File: src/rtl/uart_rx_if.sv
// Serial-in / byte-out signal bundle for the UART receiver.
// The master side drives the line and consumes received bytes; the slave side is the receiver.
interface uart_rx_if;
  logic       i_RX_Serial;
  logic       o_RX_DV;
  logic [7:0] o_RX_Byte;
  logic       o_RX_Active;
  logic       o_RX_Frame_Err;

  modport master (
    output i_RX_Serial,
    input  o_RX_DV,
    input  o_RX_Byte,
    input  o_RX_Active,
    input  o_RX_Frame_Err
  );

  modport slave (
    input  i_RX_Serial,
    output o_RX_DV,
    output o_RX_Byte,
    output o_RX_Active,
    output o_RX_Frame_Err
  );
endinterface

File: src/rtl/uart_rx.sv
// 8N1 UART receiver: centre-sampled bits, glitch-rejecting start detection,
// one-cycle valid / framing-error pulses, all outputs registered.
module uart_rx #(
  parameter int BIT_PERIOD = 217
) (
  input  logic     i_Clk,
  input  logic     i_Rst,
  uart_rx_if.slave rx
);

  localparam int            CW   = $clog2(BIT_PERIOD);
  localparam logic [CW-1:0] HALF = CW'((BIT_PERIOD - 1) / 2);
  localparam logic [CW-1:0] LAST = CW'(BIT_PERIOD - 1);

  typedef enum logic [2:0] {
    IDLE    = 3'd0,
    START   = 3'd1,
    DATA    = 3'd2,
    STOP    = 3'd3,
    CLEANUP = 3'd4
  } state_t;

  state_t        state_r, state_nxt;
  logic [1:0]    r_rx_sync;
  logic          rx_s;
  logic [CW-1:0] cnt_r, cnt_nxt;
  logic [2:0]    idx_r, idx_nxt;
  logic [7:0]    shift_r, shift_nxt;
  logic          dv_r, dv_nxt;
  logic          err_r, err_nxt;
  logic          active_r, active_nxt;
  logic [7:0]    byte_r, byte_nxt;

  // Two-flop synchroniser for the asynchronous line; idles high.
  always_ff @(posedge i_Clk) begin
    if (i_Rst) begin
      r_rx_sync <= 2'b11;
    end else begin
      r_rx_sync <= {r_rx_sync[0], rx.i_RX_Serial};
    end
  end

  assign rx_s = r_rx_sync[1];

  // State register.
  always_ff @(posedge i_Clk) begin
    if (i_Rst) begin
      state_r <= IDLE;
    end else begin
      state_r <= state_nxt;
    end
  end

  // Next-state and bit-timing datapath.
  always_comb begin
    state_nxt = state_r;
    cnt_nxt   = cnt_r;
    idx_nxt   = idx_r;
    shift_nxt = shift_r;
    case (state_r)
      IDLE: begin
        cnt_nxt = {CW{1'b0}};
        idx_nxt = 3'd0;
        if (!rx_s) begin
          state_nxt = START;
        end else begin
          state_nxt = IDLE;
        end
      end
      START: begin
        if (cnt_r == HALF) begin
          cnt_nxt   = {CW{1'b0}};
          // Line back high at mid-start means it was a glitch.
          state_nxt = rx_s ? IDLE : DATA;
        end else begin
          cnt_nxt = cnt_r + {{(CW-1){1'b0}}, 1'b1};
        end
      end
      DATA: begin
        if (cnt_r == LAST) begin
          cnt_nxt          = {CW{1'b0}};
          shift_nxt[idx_r] = rx_s;
          if (idx_r == 3'd7) begin
            idx_nxt   = 3'd0;
            state_nxt = STOP;
          end else begin
            idx_nxt = idx_r + 3'd1;
          end
        end else begin
          cnt_nxt = cnt_r + {{(CW-1){1'b0}}, 1'b1};
        end
      end
      STOP: begin
        if (cnt_r == LAST) begin
          cnt_nxt   = {CW{1'b0}};
          state_nxt = CLEANUP;
        end else begin
          cnt_nxt = cnt_r + {{(CW-1){1'b0}}, 1'b1};
        end
      end
      CLEANUP: begin
        cnt_nxt   = {CW{1'b0}};
        state_nxt = IDLE;
      end
      default: begin
        cnt_nxt   = {CW{1'b0}};
        idx_nxt   = 3'd0;
        state_nxt = IDLE;
      end
    endcase
  end

  // Output decode: pulses come from the stop-bit sample, active follows the next state.
  always_comb begin
    dv_nxt     = 1'b0;
    err_nxt    = 1'b0;
    byte_nxt   = byte_r;
    active_nxt = (state_nxt == START) || (state_nxt == DATA) || (state_nxt == STOP);
    if ((state_r == STOP) && (cnt_r == LAST)) begin
      if (rx_s) begin
        dv_nxt   = 1'b1;
        byte_nxt = shift_r;
      end else begin
        err_nxt = 1'b1;
      end
    end else begin
      dv_nxt  = 1'b0;
      err_nxt = 1'b0;
    end
  end

  // Datapath and output registers.
  always_ff @(posedge i_Clk) begin
    if (i_Rst) begin
      cnt_r    <= {CW{1'b0}};
      idx_r    <= 3'd0;
      shift_r  <= 8'h00;
      dv_r     <= 1'b0;
      err_r    <= 1'b0;
      active_r <= 1'b0;
      byte_r   <= 8'h00;
    end else begin
      cnt_r    <= cnt_nxt;
      idx_r    <= idx_nxt;
      shift_r  <= shift_nxt;
      dv_r     <= dv_nxt;
      err_r    <= err_nxt;
      active_r <= active_nxt;
      byte_r   <= byte_nxt;
    end
  end

  assign rx.o_RX_DV        = dv_r;
  assign rx.o_RX_Byte      = byte_r;
  assign rx.o_RX_Active    = active_r;
  assign rx.o_RX_Frame_Err = err_r;

endmodule

File: src/flat_wrapper.sv
// flat-port wrapper written by rule: the top's interface ports become plain ports
module uart_rx_flat 
#(
  parameter int BIT_PERIOD = 217
)
  (i_Clk, i_Rst, rx_i_RX_Serial, rx_o_RX_DV, rx_o_RX_Byte, rx_o_RX_Active, rx_o_RX_Frame_Err);
  uart_rx_if rx_i ();
  input  logic i_Clk;
  input  logic i_Rst;
  input wire logic [$bits(rx_i.i_RX_Serial)-1:0] rx_i_RX_Serial;
  output wire logic [$bits(rx_i.o_RX_DV)-1:0] rx_o_RX_DV;
  output wire logic [$bits(rx_i.o_RX_Byte)-1:0] rx_o_RX_Byte;
  output wire logic [$bits(rx_i.o_RX_Active)-1:0] rx_o_RX_Active;
  output wire logic [$bits(rx_i.o_RX_Frame_Err)-1:0] rx_o_RX_Frame_Err;
  assign rx_i.i_RX_Serial = rx_i_RX_Serial;
  assign rx_o_RX_DV = rx_i.o_RX_DV;
  assign rx_o_RX_Byte = rx_i.o_RX_Byte;
  assign rx_o_RX_Active = rx_i.o_RX_Active;
  assign rx_o_RX_Frame_Err = rx_i.o_RX_Frame_Err;
  uart_rx #(.BIT_PERIOD(BIT_PERIOD)) u_core (.i_Clk(i_Clk), .i_Rst(i_Rst), .rx(rx_i));
endmodule
File: config.mk
export PLATFORM = sky130hd
export DESIGN_NAME = uart_rx_flat
export DESIGN_NICKNAME = d
export VERILOG_FILES = /design/src/rtl/uart_rx_if.sv /design/src/rtl/uart_rx.sv /design/src/flat_wrapper.sv
export SDC_FILE = /design/constraint.sdc
export NUM_CORES = 1
export LEC_CHECK = 0
export CAP_MARGIN = 40
export CORE_MARGIN = 2
export CORE_UTILIZATION = 25
export DETAILED_ROUTE_END_ITERATION = 16
export GPL_TIMING_DRIVEN = 0
export PLACE_DENSITY = 0.38
export SLEW_MARGIN = 30
export SYNTH_ARGS = -nofsm -noshare
export SYNTH_HDL_FRONTEND = slang
export SYNTH_SLANG_ARGS = --single-unit
File: constraint.sdc
create_clock -name i_Clk -period 1.95 [get_ports i_Clk]
set_clock_uncertainty 0.05 [all_clocks]
set_input_delay 0.2925 -clock i_Clk [delete_from_list [all_inputs] [get_ports i_Clk]]
set_output_delay 0.2925 -clock i_Clk [all_outputs]
set_load 0.05 [all_outputs]
==> flow_summary.toml, run 1 <==
[placement]
detailedPlacementHpwl_um = 2350
number_of_cells_in_the_design_after_placement = 251
io_buffer_count = 13
place.gp.congestion = 0.7792
dpl_worst_slack_ps = -422.7

[worst_setup_path]
critical_path_arrival_ps = 1430
rr_startpoint = "u_core.cnt_r[0]"
element_type_at_the_critical_path_start = "flip-flop"
timing.critical_path.fanout_max = 2
timing.rr.end = "u_core.shift_r[3]"
cp_startpoint = "u_core.rx.o_RX_Byte[4]"
critical-path-max-stage-delay_ps = 810
crit_path_cell_trace = "clkdlybuf4s50_1"
worst_ep_required_time_ps = 1610
worst-r2r-cell-count = 7
reg2reg_setup_slack_ps = 230
critPathSlowestCell = "clkdlybuf4s50_1"
path_delay_family = "buffers and inverters"
timing.critical_path.to_type = "primary output"
timing.critical_path.buf_inv = 1
worst-setup-path-type = "flip-flop to primary output"

[clocking]
cts_sinks = 35
htreeDepth = 2
clkSlewWorstSetupHoldPaths_ps = 70
cts_tree = "yes"
clockRootBuffer = "clkbuf_8"
clock_path_buffers = 2
clock_insertion_delay_at_the_later_pin_of_the_skew_report_ps = 290
cts-buffers-inserted = 5
post_cts_hold_buffers = 0

[grt]
grt.total_usage_pct = 10.08
grt.overflow.total = 0
grt_max_degree = 12
first_global_vias = 1122
wire_length_of_the_first_global_routing_pass_um = 5589
antenna_found_initial = 0

[yosys]
netlist-cell-type-count = 39
synth_seq_area_share_pct = 44.52
post_synthesis_net_count = 170
synth_seq_cells = 35
yosys_warnings = 0
postSynthCellCount = 163
synth_area_um2 = 1574
synth.avg_cell_area_um2 = 9.657

[min_path]
worst_hold_path_stage_count = 1
hp-class = "flip-flop to flip-flop"
hold-path-endpoint = "u_core.r_rx_sync[1]"
hp-start = "u_core.r_rx_sync[0]"

[final_layout]
finalCoreUtilization_pct = 31.45
num-nets-final = 190
drive_above_1_share_pct = 14.13
flow.area_growth_from_synthesis_pct = 19.71
register_area_um2 = 700.7
area_used_by_multi_input_combinational_logic_um2 = 812.0
antenna_cells = 0
final_cell_mix = "35 x dfxtp_1, 22 x nor2_1, 16 x mux2i_1"
layout_commonest_cell = "dfxtp_1"
final-instance-count-excl-fill = 259
fillers = 631

[routing]
post-route-drc-count = 0
wl_per_cell_um = 12.64
drt-initial-drc-count = 57
highest_layer = "met4"
detailed_routing_iterations_pass_1 = 4
m1WireLength_um = 1711
avgViaCountPerCell = 4.548
final_ant_viol_nets = 0
wl_met3_um = 152
wl_met2_um = 1355
vias = 1178
postRouteWirelength_um = 3275

[die]
die_x_um = 83.35
die_height_um = 83.35
die_area_um2 = 6946
placement_rows = 28
floorplan.initialDensity_pct = 26.27
design.core.area_um2 = 5991
io_pins = 14

[sta]
rsz0062_at_grt = "false"
tightestPinTransition_ps = 504.5
whs_ps = 361.0
finalCritPeriodShare_pct = 90.99
timing.final.max_slew_violations = 0
setup_viol = 0
final_period_minus_worst_setup_slack_ps = 1774
report.final.hold_viol_count = 0
fmax_mhz = 563.6
tightest_slew_margin_relative_to_the_limit_pct = 66.26
post-route-worst-setup-slack_ps = 175.6

[power_and_ir_drop]
ir_drop_mv = 0.2832
power_per_cell_area_nw_per_um2 = 676.5
leakage_uw = 0.0006423
p_total_uw = 1275

[flow_run]
maxCapViolCount = 0

[run_status]
run_status = "finished clean"
[repair_timing]
| item | CTS | global route |
|---|---|---|
| gates cloned | 0 | 0 |
| buffers inserted | 0 | 0 |
| gates resized for setup | 1 | 2 |
| setup endpoints to repair | 10 | 10 |
| endpoints found under the hold margin | 0 | 0 |
[synthesized netlist by cell type, drive strengths merged]
| library cell | number | area, um^2 |
|---|---|---|
| or2 | 2 | 12.51 |
| xor2 | 5 | 43.79 |
| dfxtp | 35 | 700.7 |
| and4b | 2 | 21.27 |
| nand4b | 1 | 8.760 |
| and2 | 1 | 7.510 |
| nor3 | 5 | 30.03 |
| and3b | 1 | 10.01 |
| mux2i | 16 | 160.2 |
| nand3b | 2 | 15.01 |
| a31oi | 2 | 12.51 |
| a41oi | 1 | 8.760 |
| nand2 | 2 | 15.01 |
| nor2b | 4 | 25.02 |
| nand2b | 12 | 75.07 |
| o21ai | 2 | 13.76 |
| mux2 | 1 | 11.26 |
| and3 | 3 | 21.27 |
| buf | 4 | 31.27 |
| ha | 4 | 50.05 |
| a32oi | 3 | 26.28 |
| a21boi | 1 | 7.510 |
| or3 | 1 | 6.260 |
| clkbuf | 5 | 18.77 |
| nand3 | 9 | 45.04 |
| nor4 | 5 | 46.29 |
| xnor2 | 1 | 8.760 |
| nor2 | 22 | 82.58 |
| and4bb | 1 | 12.51 |
| inv | 3 | 11.26 |
| a21oi | 7 | 35.03 |
[routing by layer]
layer	global-route usage [%]	up-vias
met5	0	-
met1	14.03	550
met4	4.024	0
met2	14.22	18
li1	-	604
met3	3.380	6
[metrics by stage]
step | TNS, ps | instance area (um^2)
global placement | -4039 | 1798
detailed placement | -4046 | 1798
finish | 0 | 1884
floorplan | 0 | 1574
global route | 0 | 1884
CTS | 0 | 1883
[power by group]
part / total (uW) / internal [uW] / leakage [uW] / switching (uW)
Clock: 502 / 244 / 0.0000477 / 258
Combinational: 48.1 / 19.1 / 0.000312 / 29.1
Sequential: 724 / 719 / 0.000283 / 5.01
Total: 1270 / 983 / 0.000642 / 292
[kinds of logic after synthesis]
family                     count (synthesis)  share of synthesized area (%)
adders and majority gates                  4                          3.180
buffers and inverters                     12                          3.895
AOI/OAI and AO/OA                         16                          6.598
xor gates and xnor gates                   6                          3.339
and+or+nand+nor                           73                          27.58
DFF                                       35                          44.51
muxes                                     17                          10.89
[flip-flops by register name (all words and copies together), names as in the netlist]
signal,count
u_core.cnt_r,8
u_core.rx.o_RX_Byte,8
u_core.shift_r,8
u_core.idx_r,3
u_core.state_r,3
u_core.r_rx_sync,2
u_core.rx.o_RX_Active,1
u_core.rx.o_RX_DV,1
u_core.rx.o_RX_Frame_Err,1
[cell type report]
class                           count  share of cell area [%]
Buffer                              9                   2.789
Clock buffer                        5                   3.652
Clock inverter                      3                  0.7968
Inverter                            3                  0.5976
Multi-Input combinational cell    116                   43.09
Sequential cell                    35                   37.18
Tap cell                           75                   4.980
Timing Repair Buffer               13                   6.906
[worst max path at each step]
stage,end,slack (ps),cells past startpoint
floorplan,u_core.rx.o_RX_Byte[0],440,7
global placement,u_core.state_r[1],-410,5
detailed placement,u_core.rx.o_RX_Byte[4],-420,5
CTS,u_core.rx.o_RX_Byte[0],60,5
global route,u_core.shift_r[3],70,7
finish,rx_o_RX_Byte[4],180,1
(Power assumes the default switching activity.)
==> inputs of run 2 (changes only) <==
==> constraint.sdc (replaced) <==
create_clock -name i_Clk -period 2.1 [get_ports i_Clk]
set_clock_uncertainty 0.05 [all_clocks]
set_input_delay 0.315 -clock i_Clk [delete_from_list [all_inputs] [get_ports i_Clk]]
set_output_delay 0.315 -clock i_Clk [all_outputs]
set_load 0.05 [all_outputs]
==> flow_summary.toml, run 2 (same netlist as run 1, synthesis figures left out) <==
[run_status]
run_status = "finished clean"

[clocking]
clkSlewWorstSetupHoldPaths_ps = 70
clock_path_buffers = 2
clock_insertion_delay_at_the_later_pin_of_the_skew_report_ps = 280
clockRootBuffer = "clkbuf_8"
cts_sinks = 35
htreeDepth = 2
cts-buffers-inserted = 5
cts_tree = "yes"
post_cts_buffers = 0

[sta]
timing.final.max_slew_violations = 0
fmax_mhz = 535.5
report.final.hold_viol_count = 0
finalCritPeriodShare_pct = 88.92
tightest_slew_margin_relative_to_the_limit_pct = 65.19
rsz0062_at_grt = "false"
final_period_minus_worst_setup_slack_ps = 1867
tightestPinTransition_ps = 522.1
post-route-worst-setup-slack_ps = 232.6
setup_viol = 0
totalNegativeSetupSlack_ps = 0

[min_path]
hp-class = "flip-flop to flip-flop"
hold-path-endpoint = "u_core.r_rx_sync[1]"
worst_hold_path_stage_count = 1
hp-start = "u_core.r_rx_sync[0]"

[die]
placement_rows = 28
die_area_um2 = 6946
floorplan.initialDensity_pct = 26.27
die_height_um = 83.35
io_pins = 14
design.core.area_um2 = 5991
die_x_um = 83.35

[final_layout]
layout_commonest_cell = "dfxtp_1"
num-nets-final = 190
flow.area_growth_from_synthesis_pct = 19.63
final_cell_mix = "35 x dfxtp_1, 22 x nor2_1, 16 x mux2i_1"
antenna_cells = 0
final-instance-count-excl-fill = 259
drive_above_1_share_pct = 13.59

[worst_setup_path]
worst-r2r-cell-count = 7
critical_path_arrival_ps = 1980
worst_ep_required_time_ps = 2220
element_type_at_the_critical_path_start = "primary input"
timing.critical_path.fanout_max = 10
timing.rr.end = "u_core.shift_r[3]"
reg2reg_setup_slack_ps = 370
rr_startpoint = "u_core.cnt_r[0]"
timing.critical_path.to_type = "flip-flop"
crit_path_cell_trace = "clkdlybuf4s50_1 -> clkbuf_1 -> clkbuf_1 -> clkbuf_2 -> nor2_1"
crit_top_cell = "clkbuf_1"
critPathSlowestCell = "clkdlybuf4s50_1"
worst-setup-path-type = "primary input to flip-flop"
critical-path-max-stage-delay_ps = 460

[power_and_ir_drop]
p_total_uw = 1183
ir_drop_mv = 0.2630
leakage_uw = 0.0006393
power_per_cell_area_nw_per_um2 = 628.3

[grt]
grt.total_usage_pct = 10.08
grt_max_degree = 12
wire_length_of_the_first_global_routing_pass_um = 5589
antenna_found_initial = 0
grt.overflow.total = 0
first_global_vias = 1122

[routing]
final_ant_viol_nets = 0
wl_per_cell_um = 12.68
avgViaCountPerCell = 4.525
drt-initial-drc-count = 58
vias = 1172
detailed_routing_iterations_pass_1 = 4
post-route-drc-count = 0
postRouteWirelength_um = 3283

[placement]
number_of_cells_in_the_design_after_placement = 251
dpl_worst_slack_ps = -295.2
place.gp.congestion = 0.7792
detailedPlacementHpwl_um = 2350
io_buffer_count = 13

[flow_run]
maxCapViolCount = 0
run 2: cell types whose count changed in the layout (fill, tap and decap cells not counted):
cell and delta:
clkbuf_1 +1, clkbuf_2 -1
run 2: stage by stage:
| stage | hold WS [ps] | area (um^2) | util [%] |
|---|---|---|---|
| 3_5_place_dp | 348.3 | 1798 | 30.01 |
| 6_report | 361.0 | 1883 | 31.43 |
| 2_1_floorplan | 339.5 | 1574 | - |
| 4_1_cts | 365.2 | 1882 | 31.41 |
| 3_3_place_gp | 344.8 | 1798 | 30.01 |
| 5_1_grt | 397.9 | 1883 | 31.43 |
run 2: what timing repair did:
action | CTS | global route
hold buffers | 0 | 0
gates resized for setup | 0 | 2
endpoints found under the setup margin | 0 | 10
run 2: worst max path at each step:
stage,startpoint,to,slack [ps],cells after the start
floorplan,u_core.cnt_r[0],u_core.rx.o_RX_Byte[0],590,7
finish,i_Rst,u_core.rx.o_RX_Byte[0],230,5
global route,i_Rst,u_core.rx.o_RX_Byte[5],70,5
global placement,i_Rst,u_core.state_r[1],-280,5
CTS,i_Rst,u_core.rx.o_RX_Byte[4],20,5
detailed placement,i_Rst,u_core.rx.o_RX_Byte[4],-300,5
run 2: cell type report:
type	instances	area, um^2
fill	632	4108
clock buffer	5	68.82
clock inverter	3	15.01
buffer	9	51.30
sequential	35	700.7
timing repair buffer	13	130.1
inverter	3	11.26
multi-input combinational	116	812.0
tap	75	93.84
run 2: metal layers:
metal  vias to the layer above  share of wire (%)  track usage (%)
met3                         5                4.9            3.380
met4                         0                1.7            4.024
met1                       541                 52            14.03
met2                        21                 41            14.22
met5                         -                  0                0
li1                        605                  -                -
run 2: report_power, final:
group / total [uW] / internal (uW) / switching (uW)
Combinational: 44.5 / 17.5 / 27.0
Sequential: 673 / 668 / 4.75
Clock: 466 / 227 / 239
Total: 1180 / 912 / 271
run 2: worst max-delay path, delay by kind of cell:
kind	cells	cell delay [ps]
AND/OR/NAND/NOR	1	80
buffers and inverters	4	1580
==> inputs of run 3 (changes only) <==
--- a/config.mk
+++ b/config.mk
@@ -7,10 +7,10 @@
 export LEC_CHECK = 0
 export CAP_MARGIN = 40
 export CORE_MARGIN = 2
-export CORE_UTILIZATION = 25
+export CORE_UTILIZATION = 55
 export DETAILED_ROUTE_END_ITERATION = 16
 export GPL_TIMING_DRIVEN = 0
-export PLACE_DENSITY = 0.38
+export PLACE_DENSITY = 0.74
 export SLEW_MARGIN = 30
 export SYNTH_ARGS = -nofsm -noshare
 export SYNTH_HDL_FRONTEND = slang
==> constraint.sdc (replaced) <==
create_clock -name i_Clk -period 2.2 [get_ports i_Clk]
set_clock_uncertainty 0.05 [all_clocks]
set_input_delay 0.33 -clock i_Clk [delete_from_list [all_inputs] [get_ports i_Clk]]
set_output_delay 0.33 -clock i_Clk [all_outputs]
set_load 0.05 [all_outputs]
==> flow_summary.toml, run 3 (same netlist as run 1, synthesis figures left out) <==
[final_layout]
drive_above_1_share_pct = 12.57
num-nets-final = 190
flow.area_growth_from_synthesis_pct = 14.31
final_cell_mix = "35 x dfxtp_1, 22 x nor2_1, 16 x mux2i_1"
layout_commonest_cell = "dfxtp_1"
antenna_cells = 0
finalCoreUtilization_pct = 65.81
stdcell_area_um2 = 1799

[clocking]
clkSlewWorstSetupHoldPaths_ps = 90
clockRootBuffer = "clkbuf_4"
clock_insertion_delay_at_the_later_pin_of_the_skew_report_ps = 320
post_cts_hold_buffers = 0
cts-buffers-inserted = 5
post_cts_resize_count = 0
cts_sinks = 35
cts_tree = "yes"
clock_path_buffers = 2
post_cts_buffers = 0
htreeDepth = 2

[worst_setup_path]
worst_ep_required_time_ps = 2340
cp_startpoint = "i_Rst"
element_type_at_the_critical_path_start = "primary input"
worst-setup-path-type = "primary input to flip-flop"
worst-r2r-cell-count = 7
timing.critical_path.to_type = "flip-flop"
reg2reg_setup_slack_ps = 470
rr_startpoint = "u_core.cnt_r[0]"
timing.rr.end = "u_core.shift_r[5]"
timing.critical_path.fanout_max = 10
critical_path_arrival_ps = 2040

[routing]
avgViaCountPerCell = 5.598
drt-initial-drc-count = 39
wl_per_cell_um = 13.36
post-route-drc-count = 0
postRouteWirelength_um = 2859
final_ant_viol_nets = 0
vias = 1198
detailed_routing_iterations_pass_1 = 4

[die]
design.core.area_um2 = 2734
die_x_um = 57.50
die_area_um2 = 3306
die_height_um = 57.50
floorplan.initialDensity_pct = 57.57
io_pins = 14
placement_rows = 19

[min_path]
hold-path-endpoint = "u_core.r_rx_sync[1]"
hp-class = "flip-flop to flip-flop"
worst_hold_path_stage_count = 1
hp-start = "u_core.r_rx_sync[0]"

[sta]
setup_viol = 0
fmax_mhz = 527.2
final_period_minus_worst_setup_slack_ps = 1897
report.final.hold_viol_count = 0
tightestPinTransition_ps = 494.9
tightest_slew_margin_relative_to_the_limit_pct = 66.90
rsz0062_at_grt = "false"
finalCritPeriodShare_pct = 86.21
timing.final.max_slew_violations = 0

[grt]
grt_max_degree = 11
grt.total_usage_pct = 19.95
antenna_found_initial = 0
wire_length_of_the_first_global_routing_pass_um = 5043
first_global_vias = 1142
grt.overflow.total = 0

[placement]
place.gp.congestion = 0.8247
placed_cell_area_um2 = 1743
detailedPlacementHpwl_um = 2145
io_buffer_count = 13

[power_and_ir_drop]
power_frac_seq_pct = 62.5
comb_power_share_pct = 4.0
ir_drop_mv = 0.4624
power_per_cell_area_nw_per_um2 = 570.7
power_switching_uw = 224.8
internal_power_uw = 802.0
clockPowerShare_pct = 33.5
switching_share_pct = 21.90
leakage_uw = 0.0006227

[run_status]
run_status = "finished clean"

[flow_run]
maxCapViolCount = 0
==> run 3: worst max path at each step <==
| stage | end | slack (ps) | depth (start not counted) |
|---|---|---|---|
| 2_1_floorplan | u_core.rx.o_RX_Byte[0] | 690 | 7 |
| 3_3_place_gp | u_core.state_r[1] | -10 | 5 |
| 3_5_place_dp | u_core.rx.o_RX_Byte[4] | -60 | 5 |
| 4_1_cts | u_core.rx.o_RX_Byte[4] | 300 | 5 |
| 5_1_grt | u_core.rx.o_RX_Byte[4] | 120 | 5 |
| 6_report | u_core.rx.o_RX_Byte[4] | 300 | 5 |
==> run 3: area by class of cell <==
cell class | instances | area (um^2)
tap | 31 | 38.79
buffer | 9 | 50.05
clock inverter | 1 | 5.005
timing repair buffer | 13 | 130.1
sequential | 35 | 700.7
inverter | 3 | 11.26
clock buffer | 6 | 51.30
fill | 227 | 934.6
multi-input combinational | 116 | 812.0
==> run 3: power groups by stage <==
| stage | Combinational (uW) | Sequential, uW | Clock [uW] |
|---|---|---|---|
| 2_1_floorplan | 25.2 | 659 | 0 |
| 3_3_place_gp | 40.7 | 656 | 0 |
| 3_5_place_dp | 41.8 | 656 | 0 |
| 4_1_cts | 41.8 | 641 | 353 |
| 5_1_grt | 46.2 | 642 | 384 |
| 6_report | 41.3 | 641 | 344 |
==> run 3: metrics by stage <==
step           TNS (ps)  worst slack (ps)  cells  hold slack (ps)  power (uW)
2_1_floorplan         0             688.6    163            339.5       683.8
3_3_place_gp     -80.60            -14.76    207            340.8       696.4
3_5_place_dp     -408.1            -57.85    207            347.5       697.8
4_1_cts               0             303.3    214            369.7        1036
5_1_grt               0             124.2    214            385.2        1073
6_report              0             303.3    214            366.2        1027
==> run 3: per-layer routing <==
metal / track usage [%] / share of wire, % / vias to the layer above
met3: 7.029 / 4.2 / 4
met4: 5.648 / 1.1 / 0
met1: 26.14 / 49 / 565
met2: 31.17 / 46 / 26
li1: - / - / 603
met5: 0 / 0 / -
==> run 3: worst max-delay path: stages <==
cell and delay, ps:
clkdlybuf4s50_1 480, clkbuf_1 290, clkbuf_1 400, clkbuf_1 440
nor2_1 100
